### config.mk
export PLATFORM = sky130hd
export DESIGN_NAME = pixel_unpacker
export DESIGN_NICKNAME = d
export VERILOG_FILES = /design/src/rtl/pixel_unpacker.sv
export SDC_FILE = /design/constraint.sdc
export NUM_CORES = 1
export LEC_CHECK = 0
export ABC_CLOCK_PERIOD_IN_PS = 2200
export BUFFER_PORTS_ARGS = -buffer_cell sky130_fd_sc_hd__buf_2
export CAP_MARGIN = 20
export CORE_MARGIN = 1.5
export CORE_UTILIZATION = 51
export DETAILED_ROUTE_END_ITERATION = 7
export GPL_TIMING_DRIVEN = 0
export PLACE_DENSITY_LB_ADDON = 0.25
export SYNTH_ARGS = -nofsm -noshare
export SYNTH_HDL_FRONTEND = slang
export SYNTH_SLANG_ARGS = --single-unit
### constraint.sdc
create_clock -name clk_i -period 2.2 [get_ports clk_i]
set_input_delay 0.33 -clock clk_i [delete_from_list [all_inputs] [get_ports clk_i]]
set_output_delay 0.33 -clock clk_i [all_outputs]
set_load 0.005 [all_outputs]
### src/rtl/pixel_unpacker.sv
// rtl/pixel_unpacker.sv - unpacks wide pixel FIFO words into one 24-bit RGB pixel per accepted cycle
module pixel_unpacker #(
  parameter int PIXEL_FIFO_DATA_WIDTH = 256,
  parameter int LANES = PIXEL_FIFO_DATA_WIDTH / 32
) (
  input  logic                             clk_i,
  input  logic                             rst_i,
  input  logic                             enable_i,
  input  logic                             flush_i,
  input  logic                             pixfifo_empty_i,
  output logic                             pixfifo_req_o,
  input  logic [PIXEL_FIFO_DATA_WIDTH-1:0] pixfifo_word_i,
  output logic                             pix_valid_o,
  input  logic                             pix_ready_i,
  output logic [23:0]                      pix_rgb_o,
  output logic [$clog2(LANES)-1:0]         pix_lane_o,
  output logic [15:0]                      underflow_cnt_o
);

  localparam int LW = $clog2(LANES);
  localparam logic [LW-1:0] LAST_LANE = LW'(LANES - 1);

  typedef enum logic {IDLE, RUN} state_e;

  state_e                   state_q, state_d;
  logic [LANES-1:0][23:0]   cur_q, cur_d, nxt_q, nxt_d;
  logic                     cur_vld_q, cur_vld_d;
  logic                     nxt_vld_q, nxt_vld_d;
  logic                     pend_q, pend_d;
  logic [LW-1:0]            lane_q, lane_d;
  logic [15:0]              ucnt_q, ucnt_d;

  logic [LANES-1:0][23:0]   word_rgb;
  logic [LANES-1:0][7:0]    unused_pad_bits;
  logic                     unused_pad;
  logic [1:0]               occupancy;
  logic                     req;
  logic                     accept;
  logic                     retire;
  logic                     flush_all;

  // Split the incoming word into its RGB lanes; the top byte of each slot is dropped.
  always_comb begin
    for (int k = 0; k < LANES; k++) begin
      word_rgb[k]        = pixfifo_word_i[32*k +: 24];
      unused_pad_bits[k] = pixfifo_word_i[32*k+24 +: 8];
    end
  end

  assign unused_pad = ^unused_pad_bits;

  // Request gating, handshake and flush decode for the current cycle.
  always_comb begin
    occupancy = {1'b0, cur_vld_q} + {1'b0, nxt_vld_q} + {1'b0, pend_q};
    req       = !rst_i && (state_q == RUN) && enable_i && !flush_i &&
                !pixfifo_empty_i && (occupancy < 2'd2);
    accept    = cur_vld_q && pix_ready_i;
    retire    = accept && (lane_q == LAST_LANE);
    // Leaving RUN discards everything exactly like an explicit flush.
    flush_all = flush_i || ((state_q == RUN) && !enable_i);
  end

  // Next-state: retire shifts NXT into CUR first, so returning data lands behind any older word.
  always_comb begin
    state_d   = enable_i ? RUN : IDLE;
    cur_d     = cur_q;
    cur_vld_d = cur_vld_q;
    nxt_d     = nxt_q;
    nxt_vld_d = nxt_vld_q;
    lane_d    = lane_q;
    pend_d    = req;
    ucnt_d    = ucnt_q;

    if (retire) begin
      cur_d     = nxt_q;
      cur_vld_d = nxt_vld_q;
      nxt_vld_d = 1'b0;
      lane_d    = '0;
    end else if (accept) begin
      lane_d = lane_q + 1'b1;
    end

    if (pend_q) begin
      if (!cur_vld_d) begin
        cur_d     = word_rgb;
        cur_vld_d = 1'b1;
      end else begin
        nxt_d     = word_rgb;
        nxt_vld_d = 1'b1;
      end
    end

    if (flush_all) begin
      cur_vld_d = 1'b0;
      nxt_vld_d = 1'b0;
      pend_d    = 1'b0;
      lane_d    = '0;
    end

    if ((state_q == RUN) && pix_ready_i && !cur_vld_q && (ucnt_q != 16'hFFFF)) begin
      ucnt_d = ucnt_q + 16'd1;
    end
  end

  // All state registers, cleared by the synchronous reset.
  always_ff @(posedge clk_i) begin
    if (rst_i) begin
      state_q   <= IDLE;
      cur_q     <= '0;
      nxt_q     <= '0;
      cur_vld_q <= 1'b0;
      nxt_vld_q <= 1'b0;
      pend_q    <= 1'b0;
      lane_q    <= '0;
      ucnt_q    <= '0;
    end else begin
      state_q   <= state_d;
      cur_q     <= cur_d;
      nxt_q     <= nxt_d;
      cur_vld_q <= cur_vld_d;
      nxt_vld_q <= nxt_vld_d;
      pend_q    <= pend_d;
      lane_q    <= lane_d;
      ucnt_q    <= ucnt_d;
    end
  end

  assign pixfifo_req_o   = req;
  assign pix_valid_o     = cur_vld_q;
  assign pix_rgb_o       = cur_q[lane_q];
  assign pix_lane_o      = lane_q;
  assign underflow_cnt_o = ucnt_q;

endmodule
======== Word-level counts from Yosys, hierarchy flattened ========
Index checks and enable logic that the tools add are counted.
storage, ports and cells
  bits of input ports ..................... 262
  word-level logic and storage cells ...... 61
  register bits after elaboration ......... 407
cells by class
  add/subtract/negate cells ............... 4
  equality and inequality tests ........... 2
  muxes and demuxes ....................... 11
  $lt $le $gt $ge ......................... 2
  reduce and logical (&&, ||, !) cells .... 20
operator list
  kind                   number
  $mux 192               3
  $bmux 24 s3            1
  $mux 24                1
  $add 16x1->16 const B  1
  $ne 16x16->1 const B   1
  $logic_and 1x1->1      11
  $mux 1                 6
  $logic_not 1->1        5
  $lt 3x4->1 const B     1
  $add 3x1->3 const B    1
  $eq 3x3->1 const B     1
  $reduce_or 3->1        1
  $add 1x1->2            1
  $add 2x1->2            1
  $lt 2x2->1 const B     1
  $reduce_and 2->1       1
  $reduce_or 2->1        1
  $logic_or 1x1->1       1

======== Logic depth before layout (Yosys ltp) ========
  depth in word-level cells ............... 6
  gate-level depth with buffers ........... 9
  depth with buffers taken out ............ 6

======== Least setup slack after synthesis ========
No wires, ideal clock.
  path type ............................... register to output
  start point ............................. register lane_q[0], in the netlist pix_lane_o[0]
  end point ............................... output pix_rgb_o[10]
  slack ................................... 0.071 ns
  data required time ...................... 1.870 ns
  path buffers ............................ 3
  stages on the path, launching flop included .. 6
  arrival ................................. 1.799 ns
  cell sequence ........................... dfxtp_1 -> clkbuf_1 -> buf_2 -> buf_4 -> mux4_2 -> mux2_2
on the way
  word-level cells in the longest chain between the ends .. 2
ends and longest elaborated chain
  what                           RTL line  RTL
  start, declared                30        logic [LW-1:0] lane_q, lane_d;
  start signal, assigned         123       lane_q <= lane_d;
  $bmux 24 s3                    130       assign pix_rgb_o = cur_q[lane_q];
  $mux 24 (implied by the code)  130
  end, declared                  15        output logic [23:0] pix_rgb_o,
Every way passes these cells. The select of a mux whose other input is x is not followed.

======== Final worst setup path ========
  start point ............................. register lane_q[0], in the netlist pix_lane_o[0]
  end point ............................... output pix_rgb_o[4]
The elaborated chain is that of the path after synthesis.

==> run summary <==
share of post-route cells with drive strength above 1 - 0.2354
Area Overhead vs Synth - 25.08%
internal power - 11.97 mW
post-route antenna net violation count - 0
DR DRC count - 0
number of instances in the synthesized netlist - 2127
total I/O pin count - 307
number of synthesized register bits - 407
power share of the clock group - 0.475
CTS tree - yes
Leakage Power - 7.576 nW
Flop pwr share - 0.484
worst slack on hold paths - 0.03368 ns
GP Congestion - 0.9832
wire length of the first global-routing pass - 91460 microns
total grt overflow - 0
Fin Clk Skew - 0.01193 ns
worst setup slack before clock tree synthesis - -0.6133 ns
first-pass detailed-route iteration total - 5
Finish-stage setup viols - 30
total buffers and inverters traversed by the critical path - 4
critical path peak fanout - 4
routed via count - 17480
HPWL Detailed - 45000 microns
clock latency reported for the late side of the worst-skew pair - 0.55 ns
yosys synthesis warning count - 0
worst vdd rail ir drop - 0.0005538 V
data required time at the worst endpoint - 1.87 ns
startpoint class of the critical path - flip-flop
Switching Share - 0.2239
CP delay by family, top - multiplexers
Bufs on Longest Clock Path - 3
crit end category - output pin
GRT Util Overall - 0.3377
Yosys cell types - 41
share of the core filled with cells - 0.6455
outcome - complete, but fails checks
relative slew slack - 0.3009
final count of hold timing violations - 0
crit path DAT - 2.31 ns
vertical extent of the die - 187.0 microns
Post-Route Setup TNS - -8.896 ns
Core Rows - 67
total number of nets in the final design - 2690
root buf cell - sky130_fd_sc_hd__clkbuf_16
RSZ-0062 raised after global routing - true
leading cell type in the layout, fill and taps excluded - sky130_fd_sc_hd__nand2_1
worst hold path class - in2reg
Final Slew Violations - 0
number of maximum-capacitance violations - 0
deepest level of the CTS H-tree - 2
TritonCTS buffer count - 44
vias in the first global route - 16100
Combinational Power Share - 0.041
Least-Margin Pin Slew - 1.049 ns
mean number of vias per cell - 6.011
netlist area before placement - 17260 sq um
Syn Nets - 2393
maximum frequency from static timing analysis - 378.9 MHz
synthesized area divided by synthesized cell count - 8.116 sq um
Setup Crit Path Kind - reg2out
FF-to-FF setup slack - -0.07 ns
minimum period implied by the final worst setup slack - 2.639 ns
clk sinks - 407
sw power - 3.455 mW
Core ar. - 33450 sq um
initial standard-cell utilization of the core - 0.5161
wirelength, routed - 61960 microns
final routed wire length divided by cell count - 21.31 microns
Reg clk slew, reported paths - 0.06 ns
Die Width - 187.0 microns
leading cell types in the layout, fill and taps excluded - 777 x sky130_fd_sc_hd__nand2_1, 403 x sky130_fd_sc_hd__dfxtp_1, 248 x sky130_fd_sc_hd__buf_2
worst-path cell chain - buf_8 -> buf_8 -> clkbuf_16 -> mux4_2 -> mux2_4 -> buf_6
slowest library cell on the worst path - sky130_fd_sc_hd__mux4_2
IO Port Bufs - 240
sequential fraction of the synthesis area - 0.4720
maximum single-stage delay on the critical path - 0.56 ns
die area - 34960 sq um
total power per unit cell area - 714.6 nW/um^2
maximum number of pins on one net before global-route repair - 20
period utilization - 1.200
antenna violations before repair - 8
worst setup margin - -0.4391 ns
cell repeated most along the worst path - sky130_fd_sc_hd__buf_8
violations in the final reports - negative setup slack
violation count after the first detailed-route iteration - 2123
## cells in the mapped netlist (all sizes together)
library cell    n  area [sq um]
nand2         777          2917
dfxtp         407          8148
a21oi         207          1036
nor2          199         747.0
a311oi        192          1682
clkbuf        117         439.2
buf            75         364.1
mux4           48          1081
mux2           25         281.5
nand3          12         65.06
nand4           6         52.55
o21ai           6         30.03
or3             6         37.54
inv             5         18.77
o31ai           5         37.54
or4             5         37.54
ha              4         50.05
a2111oi         3         26.28
nand2b          3         18.77
nor3            3         15.01
nor4            3         25.02
and3            2         12.51
and4            2         17.52
nand3b          2         15.01
nor2b           2         12.51
o41ai           2         17.52
a211oi          1         7.510
a21bo           1         10.01
a41oi           1         8.760
and3b           1         8.760
mux2i           1         10.01
o21ba           1         10.01
o31a            1         8.760
or2             1         6.260
xor2            1         8.760
## timing repair
item | CTS | global route
hold buffers | 1 | 0
endpoints found under the hold margin | 1 | 0
cloned | 1 | 4
resized for setup | 154 | 183
setup endpoints to repair | 394 | 373
pin swaps | 0 | 15
buffers inserted | 5 | 5
## layer usage
layer	GRT usage	vias to the layer above	wire length [microns]	share of wire
met1	0.4755	8339	25310	0.41
met3	0.07223	170	7017	0.11
met4	0.1284	6	2728	0.044
met2	0.5089	1004	26870	0.43
li1	-	7956	-	-
met5	0	-	35	0.00056
## worst reg2reg max path, stage by stage (launching register included)
cell and delay (ns):
sky130_fd_sc_hd__dfxtp_2 0.34, sky130_fd_sc_hd__buf_4 0.11, sky130_fd_sc_hd__buf_4 0.11, sky130_fd_sc_hd__ha_2 0.19, sky130_fd_sc_hd__ha_4 0.15, sky130_fd_sc_hd__nand3b_1 0.16, sky130_fd_sc_hd__a21bo_4 0.30, sky130_fd_sc_hd__buf_4 0.15
sky130_fd_sc_hd__buf_6 0.15, sky130_fd_sc_hd__buf_4 0.21, sky130_fd_sc_hd__a311oi_1 0.28
## final timing paths
path / from / endpoint / cells after the start
max: pix_lane_o[0] / pix_rgb_o[4] / 6
min: pixfifo_word_i[242] / nxt_q[186] / 3
max reg2reg: pix_lane_o[0] / cur_q[115] / 10
min reg2reg: nxt_q[151] / nxt_q[151] / 2
## sequential cells by signal, summed over array words and instances (netlist names)
| register | flops |
|---|---|
| underflow_cnt_o | 16 |
| pix_valid_o | 1 |
| nxt_vld_q | 1 |
| state_q | 1 |
| pend_q | 1 |
| cur_q | 192 |
| nxt_q | 192 |
| pix_lane_o | 3 |
## metrics by stage
step,power [mW],cells,instance area [sq um]
floorplan,7.811,2127,17260
global placement,8.204,2815,19020
detailed placement,8.207,2815,19020
CTS,15.42,2898,20930
global route,15.81,2904,21580
finish,15.43,2907,21590
## power by group through the flow
| stage | clock network [mW] | logic, mW | registers, mW |
|---|---|---|---|
| 3_5_place_dp | 0 | 0.576 | 7.63 |
| 6_report | 7.33 | 0.634 | 7.47 |
| 2_1_floorplan | 0 | 0.213 | 7.60 |
| 5_1_grt | 7.67 | 0.669 | 7.47 |
| 4_1_cts | 7.37 | 0.592 | 7.47 |
| 3_3_place_gp | 0 | 0.573 | 7.63 |
## kinds of logic after synthesis
family | synth area share
fa+ha+maj | 0.002899
flops | 0.4720
buf+inv | 0.04762
mux | 0.07951
xor+xnor | 0.0005074
compound gates | 0.1665
simple gates | 0.2310
## layout make-up
| class | count | area (sq um) |
|---|---|---|
| Antenna cell | 4 | 10.01 |
| Buffer | 187 | 1239 |
| Clock buffer | 65 | 1261 |
| Clock inverter | 12 | 148.9 |
| Fill cell | 2794 | 11860 |
| Inverter | 5 | 18.77 |
| Multi-Input combinational cell | 1523 | 8652 |
| Sequential cell | 407 | 8160 |
| Tap cell | 448 | 560.5 |
| Timing Repair Buffer | 256 | 1541 |
(Power assumes the default switching activity.)
